===== src/rtl/sram_arb_pkg.sv =====
// Shared types and default widths for the SRAM port arbiter.
package sram_arb_pkg;

    localparam int unsigned ADDR_BITS_DEF = 8;
    localparam int unsigned DATA_BITS_DEF = 8;

    typedef enum logic {
        REQ_HOST = 1'b0,
        REQ_ENG  = 1'b1
    } req_t;

    typedef enum logic [1:0] {
        STEP_OFF   = 2'd0,
        STEP_EMPTY = 2'd1,
        STEP_ARMED = 2'd2
    } step_state_t;

endpackage


===== src/rtl/sram_port_arbiter_step_credit_gate.sv =====
// Step-mode credit FSM: one engine access per step_pulse, credit never exceeds one.
module step_credit_gate
    import sram_arb_pkg::*;
(
    input  logic clk,
    input  logic reset_n,
    input  logic step_mode,
    input  logic step_pulse,
    input  logic eng_gnt,
    output logic credit_c,
    output logic overrun_c
);

    step_state_t state_q, state_d;

    always_ff @(posedge clk or negedge reset_n) begin
        if (!reset_n) state_q <= STEP_OFF;
        else          state_q <= state_d;
    end

    always_comb begin
        state_d   = state_q;
        overrun_c = 1'b0;
        case (state_q)
            STEP_OFF:   if (step_mode) state_d = STEP_EMPTY;
            STEP_EMPTY: if (step_pulse) state_d = STEP_ARMED;
            STEP_ARMED: begin
                if (eng_gnt && !step_pulse)      state_d = STEP_EMPTY;
                else if (!eng_gnt && step_pulse) overrun_c = 1'b1;
            end
            default:    state_d = STEP_OFF;
        endcase
        // Leaving step mode discards any held credit.
        if (state_q != STEP_OFF && !step_mode) begin
            state_d   = STEP_OFF;
            overrun_c = 1'b0;
        end
    end

    assign credit_c = (state_q == STEP_ARMED);

endmodule


===== src/rtl/sram_port_arbiter.sv =====
// Two-port arbiter for the single-port SRAM: host vs. downscaling engine,
// with step-mode gating of the engine and 1-cycle read-data return routing.
module sram_port_arbiter
    import sram_arb_pkg::*;
#(
    parameter int unsigned ADDR_BITS     = ADDR_BITS_DEF,
    parameter int unsigned DATA_BITS     = DATA_BITS_DEF,
    parameter int unsigned HOST_PRIORITY = 1,
    parameter int unsigned STARVE_LIMIT  = 4
) (
    input  logic                 clk,
    input  logic                 reset_n,
    input  logic                 h_req,
    input  logic                 h_we,
    input  logic [ADDR_BITS-1:0] h_addr,
    input  logic [DATA_BITS-1:0] h_wdata,
    output logic                 h_gnt,
    output logic                 h_rvalid,
    output logic [DATA_BITS-1:0] h_rdata,
    input  logic                 p_req,
    input  logic                 p_we,
    input  logic [ADDR_BITS-1:0] p_addr,
    input  logic [DATA_BITS-1:0] p_wdata,
    output logic                 p_gnt,
    output logic                 p_rvalid,
    output logic [DATA_BITS-1:0] p_rdata,
    input  logic                 step_mode,
    input  logic                 step_pulse,
    output logic                 step_overrun,
    output logic                 p_stalled,
    output logic                 mem_we,
    output logic [ADDR_BITS-1:0] mem_addr,
    output logic [DATA_BITS-1:0] mem_data_in,
    input  logic [DATA_BITS-1:0] mem_data_out
);

    localparam int unsigned STARVE_BITS = $clog2(STARVE_LIMIT + 1);

    logic                   credit;
    logic                   overrun;
    logic                   h_elig;
    logic                   p_elig;
    logic                   contended;
    logic                   eng_wins;
    req_t                   last_q;
    logic [STARVE_BITS-1:0] starve_q;
    logic                   tag_valid_q;
    req_t                   tag_who_q;

    step_credit_gate u_step (
        .clk        (clk),
        .reset_n    (reset_n),
        .step_mode  (step_mode),
        .step_pulse (step_pulse),
        .eng_gnt    (p_gnt),
        .credit_c   (credit),
        .overrun_c  (overrun)
    );

    // Arbitration and memory mux; requests are masked while in reset.
    always_comb begin
        h_elig    = h_req & reset_n;
        p_elig    = p_req & reset_n & (~step_mode | credit);
        contended = h_elig & p_elig;
        if (HOST_PRIORITY != 0) eng_wins = (starve_q == STARVE_BITS'(STARVE_LIMIT));
        else                    eng_wins = (last_q == REQ_HOST);
        h_gnt       = h_elig & ~(p_elig & eng_wins);
        p_gnt       = p_elig & ~(h_elig & ~eng_wins);
        mem_we      = 1'b0;
        mem_addr    = '0;
        mem_data_in = '0;
        if (h_gnt) begin
            mem_we      = h_we;
            mem_addr    = h_addr;
            mem_data_in = h_wdata;
        end else if (p_gnt) begin
            mem_we      = p_we;
            mem_addr    = p_addr;
            mem_data_in = p_wdata;
        end
        p_stalled = p_req & ~p_gnt & reset_n;
    end

    always_ff @(posedge clk or negedge reset_n) begin
        if (!reset_n) begin
            last_q      <= REQ_ENG;
            starve_q    <= '0;
            tag_valid_q <= 1'b0;
            tag_who_q   <= REQ_HOST;
        end else begin
            if (h_gnt)      last_q <= REQ_HOST;
            else if (p_gnt) last_q <= REQ_ENG;
            if (p_gnt)
                starve_q <= '0;
            else if (contended && starve_q != STARVE_BITS'(STARVE_LIMIT))
                starve_q <= starve_q + STARVE_BITS'(1);
            tag_valid_q <= (h_gnt & ~h_we) | (p_gnt & ~p_we);
            tag_who_q   <= p_gnt ? REQ_ENG : REQ_HOST;
        end
    end

    assign h_rvalid     = tag_valid_q & (tag_who_q == REQ_HOST);
    assign p_rvalid     = tag_valid_q & (tag_who_q == REQ_ENG);
    assign h_rdata      = mem_data_out;
    assign p_rdata      = mem_data_out;
    assign step_overrun = overrun;

endmodule

===== config.mk =====
export PLATFORM = sky130hd
export DESIGN_NAME = sram_port_arbiter
export DESIGN_NICKNAME = d
export VERILOG_FILES = /design/src/rtl/sram_arb_pkg.sv /design/src/rtl/sram_port_arbiter_step_credit_gate.sv /design/src/rtl/sram_port_arbiter.sv
export SDC_FILE = /design/constraint.sdc
export NUM_CORES = 1
export LEC_CHECK = 0
export ABC_AREA = 1
export BUFFER_PORTS_ARGS = -buffer_cell sky130_fd_sc_hd__buf_2
export CAP_MARGIN = 5
export CORE_ASPECT_RATIO = 1.4
export CORE_MARGIN = 8
export CORE_UTILIZATION = 30
export CTS_BUF_LIST = sky130_fd_sc_hd__clkbuf_16
export DETAILED_ROUTE_END_ITERATION = 8
export GPL_TIMING_DRIVEN = 0
export HOLD_SLACK_MARGIN = 0.15
export PLACE_DENSITY = 0.7
export SLEW_MARGIN = 20
export SYNTH_ARGS = -nofsm -noshare
export SYNTH_HDL_FRONTEND = slang
export SYNTH_SLANG_ARGS = --single-unit

===== constraint.sdc =====
create_clock -name clk -period 3.7 [get_ports clk]
set_clock_uncertainty 0.2 [all_clocks]
set_input_delay 0.555 -clock clk [delete_from_list [all_inputs] [get_ports clk]]
set_output_delay 0.555 -clock clk [all_outputs]
set_load 0.05 [all_outputs]

======== Word level (Yosys, flattened, before mapping) ========
Index checks and enable logic that the tools add are counted.
storage, ports and cells
  logic and storage cells ................. 65
  bits in registers ....................... 7
  input bits .............................. 48
  output and inout port bits .............. 39
cells by class
  multiplexer cells ....................... 18
  reductions and logical operators ........ 11
  add/sub/neg operators ................... 1
  eq/ne operators ......................... 7
  bitwise gates (word level) .............. 24
operators with widths
  operator                                       count
  two-way mux 8 bit                              4
  bitwise AND 1 bit                              14
  two-way mux 2 bit                              4
  inverter 1 bit                                 8
  two-way mux 1 bit                              7
  two-way mux 3 bit                              2
  != test 3 x 2 -> 1 bit, second input constant  2
  one-hot mux 2 bit (3 select lines)             1
  logical AND 1 bit                              4
  nonzero test 2 bit                             2
  adder 3 x 1 -> 3 bit, second input constant    1
  == test 3 bit, second input constant           1
  logical NOT 1 bit                              3
  != test 3 x 1 -> 1 bit, second input constant  1
  != test 3 bit, second input constant           1
  AND reduction 3 bit                            1
  == test 2 x 1 -> 1 bit, second input constant  1
  == test 2 bit, second input constant           1
  logical NOT 2 bit                              1
  bitwise OR 1 bit                               2

======== Longest topological paths before layout ========
  depth in word-level cells ............... 11
  gate-level depth with buffers ........... 10
  gate-level depth less buffers ........... 9

======== Modules after synthesis ========
Synthesis repeated with hierarchy kept, for this count alone.
unflattened totals
  cell total of the unflattened synthesis .. 140
  area total of the unflattened synthesis .. 872.1 um2
by module, submodules not included
  module             seq. area each (um2)  area an instance (um2)  instances  cells each
  sram_port_arbiter  125.1                 738.2                   1          120
  step_credit_gate   50.0                  133.9                   1          20

======== Worst setup path before layout ========
No wires, ideal clock.
  kind .................................... in2out
  start ................................... in reset_n
  end ..................................... out p_stalled
  data arrival time ....................... 1.847 ns
  required time ........................... 2.945 ns
  cell stages on the path ................. 7
  buffers on the path ..................... 1
  path slack .............................. 1.098 ns
  path through ............................ nand2_1 -> inv_1 -> nand2_1 -> nand3_4 -> inv_2 -> clkbuf_8 -> nor2_1
on the way
  cells in the longest elaborated chain, start to end .. 7
  elaborated cells between the ends (all ways) .. 9
  those cells by class .................... bitwise: 9
ends and longest elaborated chain
  what                               RTL line                 RTL
  start: declaration                 sram_port_arbiter.sv:12  input logic reset_n,
  bitwise AND 1 bit                  sram_port_arbiter.sv:62  h_elig = h_req & reset_n;
  bitwise AND 1 bit                  sram_port_arbiter.sv:68  p_gnt = p_elig & ~(h_elig & ~eng_wins);
  inverter 1 bit                     sram_port_arbiter.sv:68
  bitwise AND 1 bit *                sram_port_arbiter.sv:68
  named net p_gnt                    sram_port_arbiter.sv:24  output logic p_gnt,
  inverter 1 bit *                   sram_port_arbiter.sv:81  p_stalled = p_req & ~p_gnt & reset_n;
  bitwise AND 1 bit * (2 in series)  sram_port_arbiter.sv:81
  end: declaration                   sram_port_arbiter.sv:30  output logic p_stalled,
Mark *: on every way through the listed nets, which the timed path passes. The rest lies on a longest branch.

======== Worst setup path in the final report ========
  start ................................... in reset_n
  end ..................................... out mem_addr[1]
on the way
  cells in the longest elaborated chain, start to end .. 6
  elaborated cells between the ends (all ways) .. 11
  those cells by class .................... mux: 2; bitwise: 9
ends and longest elaborated chain
  what                                                           RTL line                                          RTL
  bitwise AND 1 bit, on equally long branches                    sram_port_arbiter.sv:62, sram_port_arbiter.sv:63
  bitwise AND 1 bit, on equally long branches                    sram_port_arbiter.sv:68, sram_port_arbiter.sv:63
  inverter 1 bit / bitwise AND 1 bit (equally long branches)     sram_port_arbiter.sv:68, sram_port_arbiter.sv:67
  bitwise AND 1 bit / inverter 1 bit (equally long branches)     sram_port_arbiter.sv:68, sram_port_arbiter.sv:67
  two-way mux 8 bit / bitwise AND 1 bit (equally long branches)  sram_port_arbiter.sv:76, sram_port_arbiter.sv:67
  two-way mux 8 bit *                                            sram_port_arbiter.sv:72                           if (h_gnt) begin
  end: declaration                                               sram_port_arbiter.sv:32                           output logic [ADDR_BITS-1:0] mem_addr,
Every way passes the cells marked *; elsewhere a longest branch is shown, timed or not.

==> impl_metrics.json <==
{
  "htree_levels": 1,
  "cp.arrival_ps": 2440,
  "p_seq_frac": 0.215,
  "p_switching_w": 0.000236,
  "place_area_um2": 1220,
  "fin_crit_ps": 3190,
  "cts_tree": "built",
  "grt_max_degree": 12,
  "slowest_stage": "dlygate4sd3_1",
  "synthXorXnorAreaFrac": 0.0112,
  "post_synth_instance_area_um2": 785,
  "ys_seq_area_frac": 0.223,
  "cts_root_buf": "clkbuf_16",
  "syn2layout_area_growth_pct": 66.8,
  "share_comb_of_total_power": 0.462,
  "grt_pass1_wl_um": 4420,
  "ctsResizeCount": 0,
  "tightest_slew_ps": 266,
  "synth-seq-cells": 7,
  "grt_pass1_vias": 1033,
  "port_buffers": 78,
  "rsz0062_at_grt": "no",
  "drv_cap": 0,
  "drt-pass1-iter-count": 4,
  "cp-end-kind": "output pin",
  "power.share.switching": 0.420,
  "crit_type": "input pin to output pin",
  "n_fill_cell": 261,
  "initialDrtViolationCount": 22,
  "pwr_density_cell_nw_per_um2": 430,
  "ff2ff_path_depth": 7,
  "hold_slack_ps": 329,
  "hp-class": "input pin to flip-flop",
  "reg2reg_to": "tag_who_q",
  "cts_buffers": 3,
  "synth_compound_area_frac": 0.0319,
  "syn_inst": 129,
  "overflow": 0,
  "clockBufferDepth": 2,
  "critical_path.cell_chain": "dlygate4sd3_1 > buf_2 > nand2_1 > inv_1 > nand2_1 > nand3_4 > inv_2 > clkbuf_8 > nand2_1 > nand2_1 > buf_2",
  "slowest_delay_ps": 530,
  "fin_ws_ps": 506,
  "reg2reg_from": "starve_q[0]",
  "drive_above_1_share": 0.505,
  "yosysUniqueCellTypes": 19,
  "core_region_area_um2": 2560,
  "syn_nets": 179,
  "drc": 0,
  "die_area_um2": 4530,
  "timing.fmax_mhz": 313,
  "rows": 22,
  "post_cts.repair.setup_buffers": 0,
  "wl_per_cell_um": 11.3,
  "io-pin-count": 87,
  "track_usage": 0.125,
  "syn_area_per_cell_um2": 6.08,
  "ir_worst_vdd_mv": 0.180,
  "synth_mux_area_frac": 0,
  "crit_buf_inv": 6,
  "design_area_um2": 1310,
  "place_ws_ps": 1040,
  "max-slew-margin-rel": 0.824,
  "die_x_um": 59.2,
  "final_common_cell": "buf_2",
  "most-common-layout-cells": "buf_2, nand2_1, buf_4, inv_1",
  "gp_congestion": 0.807,
  "seq_area_um2": 175,
  "clock_power_share": 0.323,
  "start_kind": "input pin",
  "clkSlewWorstSetupHoldPaths_ps": 40,
  "finalWirelength_um": 2790,
  "die_y_um": 76.5,
  "p_int_w": 0.000326,
  "min_from": "h_we",
  "diodes": 0,
  "start_util": 0.306,
  "worstSkewPairLatency_ps": 230,
  "viasPerCell": 4.09,
  "min_delay_worst_endpoint": "tag_valid_q",
  "run_status": "completed",
  "whs_path_depth": 2,
  "cp_top_family": "buffers and inverters",
  "dpl.hpwl_um": 2480,
  "synth_fa_ha_area_frac": 0.0319,
  "cp_common_cell": "nand2_1",
  "setup_viol": 0,
  "synth_top_family_by_area": "simple AND/OR/NAND/NOR gates",
  "antenna_left": 0,
  "vias": 1015,
  "post-route-period-util": 0.863,
  "final_hold_viol_count": 0,
  "fin_tns_setup_ps": 0,
  "p_leak_nw": 0.880,
  "yosysWarningCount": 0,
  "worstPathMaxFanout": 11,
  "nets": 263,
  "yosys.area_share.simple": 0.447,
  "multiInputGateArea_um2": 409,
  "cts_sinks": 7,
  "required_ps": 2940,
  "timing.final.max_slew_violations": 0,
  "r2r_slack_ps": 2140,
  "antenna_found_initial": 0
}
flip-flops by register name, indices dropped and copies added (netlist names):
name,count
tag_valid_q,1
tag_who_q,1
u_step.state_q,2
starve_q,3
timing repair:
item	4_1_cts	5_1_grt
endpoints found under the setup margin	0	0
hold buffers	1	0
hold endpoints to repair	7	0
power by group through the flow:
stage                     Sequential (W)  Combinational, W  Clock (W)
after detailed placement        0.000122          0.000261          0
after global placement          0.000121          0.000260          0
after global routing            0.000124          0.000284   0.000191
after CTS                       0.000121          0.000263   0.000185
after floorplan                 0.000118          0.000200          0
final                           0.000121          0.000260   0.000182
cell type report:
cell class	instances	area share
buffer	18	0.111
clock buffer	3	0.0574
clock inverter	1	0.00287
inverter	14	0.0421
multi-input combinational	90	0.313
sequential	7	0.134
tap	36	0.0344
timing repair buffer	79	0.306
cells by family (layout without fill, tap and decap cells):
kind of cell             Yosys count  after routing
AND/OR/NAND/NOR                   82             82
buffers and inverters             32            115
flip-flops                         7              7
AO/OA/AOI/OAI                      5              5
adder cells (fa/ha/maj)            2              2
XOR/XNOR                           1              1
worst max-delay path by stage:
stage            start             end  slack (ps)  cells past startpoint
3_5_place_dp   reset_n     mem_addr[4]        1040                     10
4_1_cts        reset_n     mem_addr[4]         480                     11
5_1_grt        reset_n  mem_data_in[6]         320                     11
3_3_place_gp   reset_n     mem_addr[4]        1030                     10
2_1_floorplan  reset_n       p_stalled        1100                      7
6_report       reset_n     mem_addr[1]         510                     11
synthesized netlist by cell type (all sizes together):
cell type,n,share of area
nand4,2,0.016
nand3,8,0.067
clkbuf,1,0.018
o21ai,4,0.026
inv,14,0.070
ha,2,0.032
or2,1,0.0080
xor2,1,0.011
nor2,5,0.024
dfrtp,7,0.22
a21oi,1,0.0064
nand2,66,0.33
buf,17,0.17
metrics by stage:
stage | cells | util | total power [W]
2_1_floorplan | 129 | - | 0.000318
3_3_place_gp | 243 | 0.477 | 0.000381
3_5_place_dp | 243 | 0.477 | 0.000382
4_1_cts | 248 | 0.511 | 0.000569
5_1_grt | 248 | 0.511 | 0.000599
6_report | 248 | 0.511 | 0.000562
metal layers:
layer | GRT usage | up-vias | part of all wire
li1 | - | 540 | -
met1 | 0.118 | 402 | 0.37
met2 | 0.183 | 68 | 0.42
met3 | 0.110 | 5 | 0.19
met4 | 0.0577 | 0 | 0.018
met5 | 0 | - | 0
No activity file was read; power rests on OpenSTA's default activity.
